==> src/rtl/vga_timing_pkg.sv <==
// Shared VGA timing definitions: phase enumeration, counter width and default
// horizontal/vertical phase widths used by both timing stages.
package vga_timing_pkg;

  localparam int CNT_W = 10;

  localparam int H_SYNC_DEF   = 96;
  localparam int H_BP_DEF     = 48;
  localparam int H_ACTIVE_DEF = 640;
  localparam int H_FP_DEF     = 16;

  localparam int V_SYNC_DEF   = 2;
  localparam int V_BP_DEF     = 33;
  localparam int V_ACTIVE_DEF = 480;
  localparam int V_FP_DEF     = 10;

  typedef enum logic [1:0] {
    PH_SYNC   = 2'd0,
    PH_BACK   = 2'd1,
    PH_ACTIVE = 2'd2,
    PH_FRONT  = 2'd3
  } phase_t;

  function automatic phase_t next_phase(input phase_t cur);
    case (cur)
      PH_SYNC:   next_phase = PH_BACK;
      PH_BACK:   next_phase = PH_ACTIVE;
      PH_ACTIVE: next_phase = PH_FRONT;
      default:   next_phase = PH_SYNC;
    endcase
  endfunction

endpackage

==> src/rtl/h_timing_gen.sv <==
// Horizontal VGA timing generator: phase FSM plus line position, visible
// column and an end-of-line pulse for the vertical stage.
module h_timing_gen
  import vga_timing_pkg::*;
#(
  parameter int H_SYNC   = H_SYNC_DEF,
  parameter int H_BP     = H_BP_DEF,
  parameter int H_ACTIVE = H_ACTIVE_DEF,
  parameter int H_FP     = H_FP_DEF
) (
  input  logic             clkh,
  input  logic             clrh,
  input  logic             pix_en,
  output logic [CNT_W-1:0] cntrh,
  output logic             hs,
  output logic             de,
  output logic [CNT_W-1:0] pix_x,
  output logic             line_tick
);

  localparam int H_TOTAL = H_SYNC + H_BP + H_ACTIVE + H_FP;

  if (H_TOTAL > 1024) begin : g_total_check
    $error("h_timing_gen: H_TOTAL exceeds 10-bit counter range");
  end

  localparam logic [CNT_W-1:0] SYNC_LAST   = CNT_W'(H_SYNC - 1);
  localparam logic [CNT_W-1:0] BACK_LAST   = CNT_W'(H_BP - 1);
  localparam logic [CNT_W-1:0] ACTIVE_LAST = CNT_W'(H_ACTIVE - 1);
  localparam logic [CNT_W-1:0] FRONT_LAST  = CNT_W'(H_FP - 1);

  phase_t           state;
  phase_t           nxt_state;
  logic [CNT_W-1:0] phase_cnt;
  logic [CNT_W-1:0] phase_last;
  logic             phase_end;
  logic             wrap;

  always_comb begin
    phase_last = SYNC_LAST;
    case (state)
      PH_SYNC:   phase_last = SYNC_LAST;
      PH_BACK:   phase_last = BACK_LAST;
      PH_ACTIVE: phase_last = ACTIVE_LAST;
      default:   phase_last = FRONT_LAST;
    endcase
  end

  assign phase_end = (phase_cnt == phase_last);
  assign nxt_state = phase_end ? next_phase(state) : state;
  // The line ends exactly when the FSM leaves FRONT, so cntrh wraps on that tick.
  assign wrap      = phase_end && (state == PH_FRONT);

  always_ff @(posedge clkh) begin
    if (!clrh) begin
      state     <= PH_SYNC;
      phase_cnt <= '0;
      cntrh     <= '0;
      hs        <= 1'b0;
      de        <= 1'b0;
      pix_x     <= '0;
      line_tick <= 1'b0;
    end else begin
      line_tick <= 1'b0;
      if (pix_en) begin
        state     <= nxt_state;
        phase_cnt <= phase_end ? '0 : phase_cnt + CNT_W'(1);
        cntrh     <= wrap ? '0 : cntrh + CNT_W'(1);
        line_tick <= wrap;
        // Outputs are decoded from the next state so they line up with cntrh.
        hs        <= (nxt_state != PH_SYNC);
        de        <= (nxt_state == PH_ACTIVE);
        pix_x     <= (state == PH_ACTIVE && nxt_state == PH_ACTIVE)
                     ? pix_x + CNT_W'(1) : '0;
      end
    end
  end

endmodule

==> config.mk <==
export PLATFORM = sky130hd
export DESIGN_NAME = h_timing_gen
export DESIGN_NICKNAME = d
export VERILOG_FILES = /design/src/rtl/vga_timing_pkg.sv /design/src/rtl/h_timing_gen.sv
export SDC_FILE = /design/constraint.sdc
export NUM_CORES = 1
export LEC_CHECK = 0
export ABC_AREA = 1
export CAP_MARGIN = 20
export CORE_ASPECT_RATIO = 1.75
export CORE_MARGIN = 2
export CORE_UTILIZATION = 30
export CTS_BUF_LIST = sky130_fd_sc_hd__clkbuf_16
export CTS_CLUSTER_DIAMETER = 200
export DETAILED_ROUTE_END_ITERATION = 16
export GPL_TIMING_DRIVEN = 0
export HOLD_SLACK_MARGIN = 0.05
export PLACE_DENSITY_LB_ADDON = 0.2
export SLEW_MARGIN = 20
export SYNTH_ARGS = -nofsm -noshare
export SYNTH_HDL_FRONTEND = slang
export SYNTH_SLANG_ARGS = --single-unit
==> constraint.sdc <==
create_clock -name clkh -period 1.9 [get_ports clkh]
set_input_delay 0.19 -clock clkh [delete_from_list [all_inputs] [get_ports clkh]]
set_output_delay 0.19 -clock clkh [all_outputs]
set_load 0.05 [all_outputs]
# Word-level counts from Yosys, hierarchy flattened
# Cells that the tools add are included.
# totals
register_bits,35
latchBits,0
ram_bits,0
mem_bits_ro,0
in_bits,3
output_inout_bits,23
word_cells,26
memories,0
# classes
n_addsub,3
multipliers,0
div_mod_pow,0
order_cmp,0
eq_ne,5
n_shift,0
n_mux,6
n_bitwise,0
n_reduce_logical,5
# op_table
cell,n
$add A10 B1 Y10 const B,3
$mux W10,3
$pmux W10 S3,1
$eq A10 B10 Y1,1
$eq A2 B2 Y1 const B,3
$pmux W2 S3,1
$eq A2 B1 Y1 const B,1
$logic_and A1 B1 Y1,2
$logic_not A2 Y1,1
$mux W2,1
$reduce_and A2 Y1,1
$reduce_bool A2 Y1,1

# Depth between registers and ports, before layout
# Gate-level depths: netlist of run 1.
# depth
ltp_word,7
ltp_mapped,13
ltp_nobuf,13

# Worst setup path after synthesis of run 1
# No wires, ideal clock.
# synth_path
kind,flip-flop to flip-flop
startpoint,register pix_x[0]
endpoint,register pix_x[8]
setup_time_ns,0.063
arrival_ns,1.775
required_time_ns,1.837
slack_ns,0.062
path_stages_with_launch,9
n_path_buf,0
period_less_slack_ns,1.838
path_cell_list,dfxtp_1 ha_1 nand2_1 nor2_1 nand2_1 nor3b_2 nand3_1 xor2_1 nor2_2
# synth_via
elab_chain_len,2
# synth_rtl
item,line,source
from (decl),h_timing_gen.sv:17,"output logic [CNT_W-1:0] pix_x,"
from (signal assigned),h_timing_gen.sv:73,pix_x <= (state == PH_ACTIVE && nxt_state == PH_ACTIVE)
$add A10 B1 Y10,h_timing_gen.sv:74,? pix_x + CNT_W'(1) : '0;
$mux W10,h_timing_gen.sv:74,
# Every way passes these cells.
# A chain may end at the register's enable or synchronous reset.

# Worst setup path after layout of run 1
# layout_path
startpoint,register state[0]
endpoint,register pix_x[8]
# layout_via
elab_chain_len,7
elab_cells_between_ends,10
classes_between,eq/ne: 4; mux: 4; reduce/logical: 2
# layout_rtl
item,line,source
from (decl),h_timing_gen.sv:32,phase_t state;
from (signal assigned),h_timing_gen.sv:66,state <= nxt_state;
"$eq A2 B2 Y1, or another cell as far along","vga_timing_pkg.sv:25, h_timing_gen.sv:41, h_timing_gen.sv:73",
$pmux W10 S3,h_timing_gen.sv:41,case (state)
$eq A10 B10 Y1,h_timing_gen.sv:49,assign phase_end = (phase_cnt == phase_last);
$mux W2,h_timing_gen.sv:50,assign nxt_state = phase_end ? next_phase(state) : state;
$eq A2 B2 Y1,h_timing_gen.sv:73,
$logic_and A1 B1 Y1 *,h_timing_gen.sv:73,
$mux W10 *,h_timing_gen.sv:74,
# Every way passes the cells marked *; elsewhere a longest branch is shown, timed or not.

==> out/results.ini, run 1 <==
[run_status]
status = complete, no violations

[sta]
period_needed_ns = 1.77
fmax_mhz = 564
finalHoldViolCount = 0
relSlewSlack_pct = 66.5
fin_skew_ns = 0.00405
finalCritPeriodShare_pct = 93.4
drv_slew = 0
tightest_slew_ns = 0.501
finalSetupViolations = 0
setup_slack_ns = 0.126

[min_path]
whs_path_depth = 3
hold_class = in -> reg
whs_endpoint = line_tick$_SDFF_PN0_
min_from = pix_en

[grt]
grt_pass1_vias = 1368
grt_max_degree = 11
antenna_found_initial = 0
grt.total_usage_pct = 12.3
grt_pass1_wl_um = 6020
overflow = 0

[synth]
netlist-cell-type-count = 30
ys_warn_count = 0
syn-cell-area_mm2 = 0.00174
ys_ff_latch = 35
synth.yosys.seq_area_share_pct = 40.3
avgSynthCellArea_um2 = 7.72
synthCells = 225
synthesis.nets = 234

[route]
viasPerCell = 4.40
vias = 1466
wl_per_cell_um = 10.7
wl_um = 3560
drt_pass1_iterations = 4
drc = 0
postRouteAntennaNets = 0
drt_iter0_markers = 56

[power]
internal_power_mw = 1.24
seq_power_share_pct = 47.1
clkPwrFrac_pct = 47.5
p_switching_mw = 0.353
comb_power_share_pct = 5.4
leakage_nw = 0.877
powerDensity_mw_per_mm2 = 706
irDropWorstVdd_uv = 376
sw_frac_of_total_pct = 22.1

[cts]
cts_root_buffer = clkbuf_16
htreeDepth = 2
clkSlewWorstSetupHoldPaths_ns = 0.05
cts_buffers = 5
clkLatencyLatePin_ns = 0.27
ctsHoldBuffers = 0
tritoncts = built
cts_max_path_buffers = 2
cts_sinks = 35

[run]
cap_violations = 0

[critical_path]
setup.worst_path.end_class = register
cp.required_ns = 2.12
arrival_ns = 1.99
worstReg2RegEnd = pix_x[8]$_SDFFE_PN0P_
start_kind = register
worstSetupStartpoint = state[0]$_SDFFE_PN0P_
r2r_setup_slack_ns = 0.13
r2r_cells = 12
crit_fanout = 5
timing.rr.start = state[0]$_SDFFE_PN0P_
crit_type = reg -> reg

[final_layout]
diodes = 0
fin_nets = 266
final_util_pct = 40.4
design_area_mm2 = 0.00226
synthToLayoutAreaGrowth_pct = 29.9
drive_gt1_share_pct = 18.7

[die]
core_area_mm2 = 0.00559
rows = 36
top_level_ports = 26
dieArea_mm2 = 0.00644
die_w_um = 61.5
die_h_um = 105
start_util_pct = 31.1

[placed_design]
place_congestion = 0.739
portBuffers = 23
place_area_mm2 = 0.00206
hpwl_um = 2630
dp_slack_ns = -0.0940

[power by group through the flow]
stage | clock network [mW] | registers, mW | logic, mW
2_1_floorplan | 0 | 0.783 | 0.0447
3_3_place_gp | 0 | 0.768 | 0.0833
3_5_place_dp | 0 | 0.768 | 0.0834
4_1_cts | 0.784 | 0.752 | 0.0844
5_1_grt | 0.819 | 0.751 | 0.0955
6_report | 0.757 | 0.750 | 0.0867
[cell type report]
class                      count  area [um2]
inverter                      29         109
timing repair buffer          24         238
sequential                    35         706
fill                         615        3330
buffer                         3        17.5
tap                           76        95.1
multi-input combinational    159         958
clock buffer                   5         125
clock inverter                 2        8.76
[flip-flops by register name (all words and copies together), names as in the netlist]
register and count:
cntrh 10, de 1, hs 1, line_tick 1, phase_cnt 10, pix_x 10, state 2
[synthesized netlist by cell type]
master	n	area, um2
o21ai_1	1	5.00
or2_2	2	12.5
buf_2	2	10.0
a31oi_1	1	6.26
nand2_2	5	31.3
nor3b_1	1	7.51
xor2_1	10	87.6
nand3b_1	5	37.5
inv_1	26	97.6
o21ai_0	2	10.0
nand2_1	41	154
nor2_2	11	68.8
xnor2_1	3	26.3
a21oi_1	9	45.0
dfxtp_1	35	701
inv_2	3	11.3
buf_4	1	7.51
a211oi_1	1	7.51
nor3b_2	2	25.0
nor3_2	1	10.0
nand3_1	14	70.1
nor2_1	30	113
nor3_1	3	15.0
nand2_4	1	11.3
nand4_1	4	25.0
nand3_4	1	17.5
o21bai_4	1	18.8
nor2_4	1	11.3
ha_1	6	75.1
nand3_2	2	20.0
[metal layers]
| metal | share of wire [%] | routed length [um] | vias to the layer above | track usage [%] |
|---|---|---|---|---|
| met5 | 0 | 0 | - | 0 |
| met4 | 1.7 | 62 | 0 | 5.93 |
| met3 | 2.2 | 78 | 5 | 3.34 |
| met2 | 55 | 1940 | 19 | 20.9 |
| met1 | 41 | 1480 | 673 | 13.1 |
| li1 | - | - | 769 | - |
[through the flow]
| stage | TNS (ns) | cells | hold slack [ns] | total power [mW] |
|---|---|---|---|---|
| after floorplan | 0 | 225 | 0.466 | 0.827 |
| after global placement | -0.743 | 324 | 0.474 | 0.851 |
| after detailed placement | -0.582 | 324 | 0.478 | 0.851 |
| after CTS | 0 | 331 | 0.230 | 1.62 |
| after global routing | -0.0420 | 333 | 0.248 | 1.67 |
| final | 0 | 333 | 0.225 | 1.59 |
[worst max path at each step]
stage | endpoint | slack [ns] | cells after the start
final | pix_x[8]$_SDFFE_PN0P_ | 0.13 | 12
after global routing | pix_x[3]$_SDFFE_PN0P_ | -0.01 | 12
after detailed placement | phase_cnt[9]$_SDFFE_PN0P_ | -0.09 | 8
after CTS | cntrh[5]$_SDFFE_PN0P_ | 0.01 | 12
after floorplan | pix_x[8]$_SDFFE_PN0P_ | 0.06 | 8
after global placement | phase_cnt[4]$_SDFFE_PN0P_ | -0.11 | 8
[cell usage in the layout, fill, tap and decap left out, drive strengths merged, types with 2 or more instances in the layout]
master	synthesis	layout
nand2	47	48
nor2	42	42
dfxtp	35	35
inv	29	29
clkdlybuf4s50	0	23
nand3	17	17
xor2	10	10
a21oi	9	9
ha	6	6
nand3b	5	5
clkbuf	0	5
nand4	4	4
nor3	4	4
buf	3	4
xnor2	3	3
nor3b	3	3
o21ai	3	3
or2	2	2
clkinv	0	2
[timing repair]
action / CTS / global route
pin swaps: 0 / 2
resized for setup: 1 / 9
setup endpoints to repair: 8 / 27
gates cloned: 0 / 1
endpoints found under the hold margin: 0 / 0
setup buffers: 0 / 1
[critical path: stages, from the launching register on]
cell	delay, ns
dfxtp_4	0.36
inv_1	0.16
ha_4	0.20
inv_2	0.05
nand2_2	0.06
nand2_2	0.06
nor2_4	0.12
nand3_4	0.11
nand2_2	0.10
nand3_2	0.09
o21bai_4	0.19
nand2_2	0.13
nor2_2	0.09
[cell families after synthesis]
kind of cell,count (synthesis),share of synthesized area [%]
AO/OA/AOI/OAI,15,5.33
XOR/XNOR,13,6.55
adder cells (fa/ha/maj),6,4.32
buffers and inverters,32,7.27
flip-flops,35,40.3
AND/OR/NAND/NOR,124,36.2
Power figures use the tool's default switching activity.
==> run 2, diff against run 1 <==
- HOLD_SLACK_MARGIN: 0.05 -> 0.12
- SETUP_SLACK_MARGIN: default -> 0.05
==> run 2 against run 1 <==
Compared with the run above: combinational power increased by 1%; power is 0.14% higher; cell area grew 0.33%; maximum frequency is 3.6% higher; setup slack improved by 0.062 ns; via count increased by 0.82%; critical path type is now reg -> out; global-route usage is the same; cell count unchanged; die area stayed put; wire length hardly changed; non-clock buffer count stayed put.
==> out/results.ini, run 2 (synthesized netlist as in run 1, its figures left out) <==
[sta]
period_needed_ns = 1.71
relSlewSlack_pct = 66.5
finalCritPeriodShare_pct = 90.1
fmax_mhz = 584
finalSetupViolations = 0
finalHoldViolCount = 0
drv_slew = 0
grt_setup_unrepaired = false
tightest_slew_ns = 0.501
fin_skew_ns = 0.00449

[route]
postRouteAntennaNets = 0
drc = 0
drt_iter0_markers = 47
vias = 1478
wl_um = 3560
viasPerCell = 4.44
wl_per_cell_um = 10.7
drt_pass1_iterations = 4

[final_layout]
fin_cells = 333
layout_commonest_cell = nand2_1
reg_top3 = cntrh x10, phase_cnt x10, pix_x x10
synthToLayoutAreaGrowth_pct = 30.3
diodes = 0
most-common-layout-cells = nand2_1 (40), dfxtp_1 (33), nor2_1 (30), inv_1 (24), clkdlybuf4s50_1 (23)
fin_nets = 266
nFillCells = 611
multi_input_area_um2 = 963
drive_gt1_share_pct = 19.5
final_util_pct = 40.5
ff_latch_area_um2 = 708

[grt]
antenna_found_initial = 0
grt_pass1_wl_um = 6010
grt_pass1_vias = 1365
grt.total_usage_pct = 12.3
grt_max_degree = 11
overflow = 0

[die]
dieArea_mm2 = 0.00644
rows = 36
top_level_ports = 26
die_h_um = 105
start_util_pct = 31.1
die_w_um = 61.5
core_area_mm2 = 0.00559

[critical_path]
cpPeakStageDelay_ns = 0.83
cp_num_buf_inv = 1
cp.required_ns = 1.71
start_kind = register
crit_chain = clkdlybuf4s50_1
arrival_ns = 1.52
crit_type = reg -> out
cp_top_family = buffers and inverters
r2r_setup_slack_ns = 0.20
setup.worst_path.end_class = output pin
crit_fanout = 5
cpMaxStageDelayCell = clkdlybuf4s50_1

[placed_design]
place_congestion = 0.739
portBuffers = 23
hpwl_um = 2630
placed_cells = 324

[cts]
ctsHoldBuffers = 0
cts_buffers = 5
cts_sinks = 35
htreeDepth = 2
cts_root_buffer = clkbuf_16
tritoncts = built
cts_max_path_buffers = 2
clkSlewWorstSetupHoldPaths_ns = 0.05
clkLatencyLatePin_ns = 0.28

[min_path]
hold_class = in -> reg

[power]
leakage_nw = 0.883
irDropWorstVdd_uv = 381
powerDensity_mw_per_mm2 = 705

[run_status]
status = complete, no violations

[run]
cap_violations = 0

-- run 2: cell counts in the layout (fill, tap and decap cells not counted) --
No cell type changed its count.
-- run 2: layer usage --
| layer | track usage (%) | vias up | share of wire [%] |
|---|---|---|---|
| li1 | - | 771 | - |
| met5 | 0 | - | 0 |
| met3 | 3.34 | 6 | 2.3 |
| met2 | 21.0 | 18 | 54 |
| met4 | 5.93 | 0 | 2.4 |
| met1 | 13.1 | 683 | 42 |
-- run 2: per-stage QoR --
| stage | setup slack, ns | area (um2) | TNS, ns | hold slack (ns) | power [mW] |
|---|---|---|---|---|---|
| 5_1_grt | 0.0432 | 2260 | 0 | 0.248 | 1.67 |
| 6_report | 0.188 | 2260 | 0 | 0.229 | 1.60 |
| 3_5_place_dp | -0.0940 | 2060 | -0.582 | 0.478 | 0.851 |
| 2_1_floorplan | 0.0624 | 1740 | 0 | 0.466 | 0.827 |
| 3_3_place_gp | -0.107 | 2060 | -0.743 | 0.474 | 0.851 |
| 4_1_cts | 0.0779 | 2210 | 0 | 0.235 | 1.62 |
-- run 2: power breakdown --
group | leakage, nW | switching [mW] | total, mW | internal (mW)
sequential | 0.285 | 0.00838 | 0.749 | 0.741
clock | 0.0671 | 0.289 | 0.759 | 0.470
combinational | 0.531 | 0.0588 | 0.0877 | 0.0289
total | 0.883 | 0.356 | 1.60 | 1.24
-- run 2: worst paths after layout --
| kind | startpoint | end | depth (start not counted) |
|---|---|---|---|
| worst max-delay path | cntrh[3]$_SDFFE_PN0P_ | cntrh[3] | 1 |
| worst min-delay path | pix_en | line_tick$_SDFF_PN0_ | 3 |
| worst max register to register | state[0]$_SDFFE_PN0P_ | pix_x[0]$_SDFFE_PN0P_ | 11 |
| worst min register to register | de$_SDFFE_PN0P_ | de$_SDFFE_PN0P_ | 2 |
-- run 2: final cells by class --
class                   count  share of cell area [%]
repair buffers             24                    10.5
clock buffers               5                    5.52
inverters                  29                    4.81
flip-flops and latches     35                    31.3
multi-input cells         159                    42.5
plain buffers               3                   0.773
well taps                  76                    4.20
clock inverters             2                   0.387
-- run 2: what timing repair did --
item                       4_1_cts  5_1_grt
resized for setup                3       11
buffers inserted                 0        1
gates cloned                     0        1
pin swaps                        0        3
setup endpoints to repair       21       30
-- run 2: worst min-delay path, cell delays in order --
cell and delay, ns:
buf_4 0.14, nand3_2 0.09, nor2_1 0.04
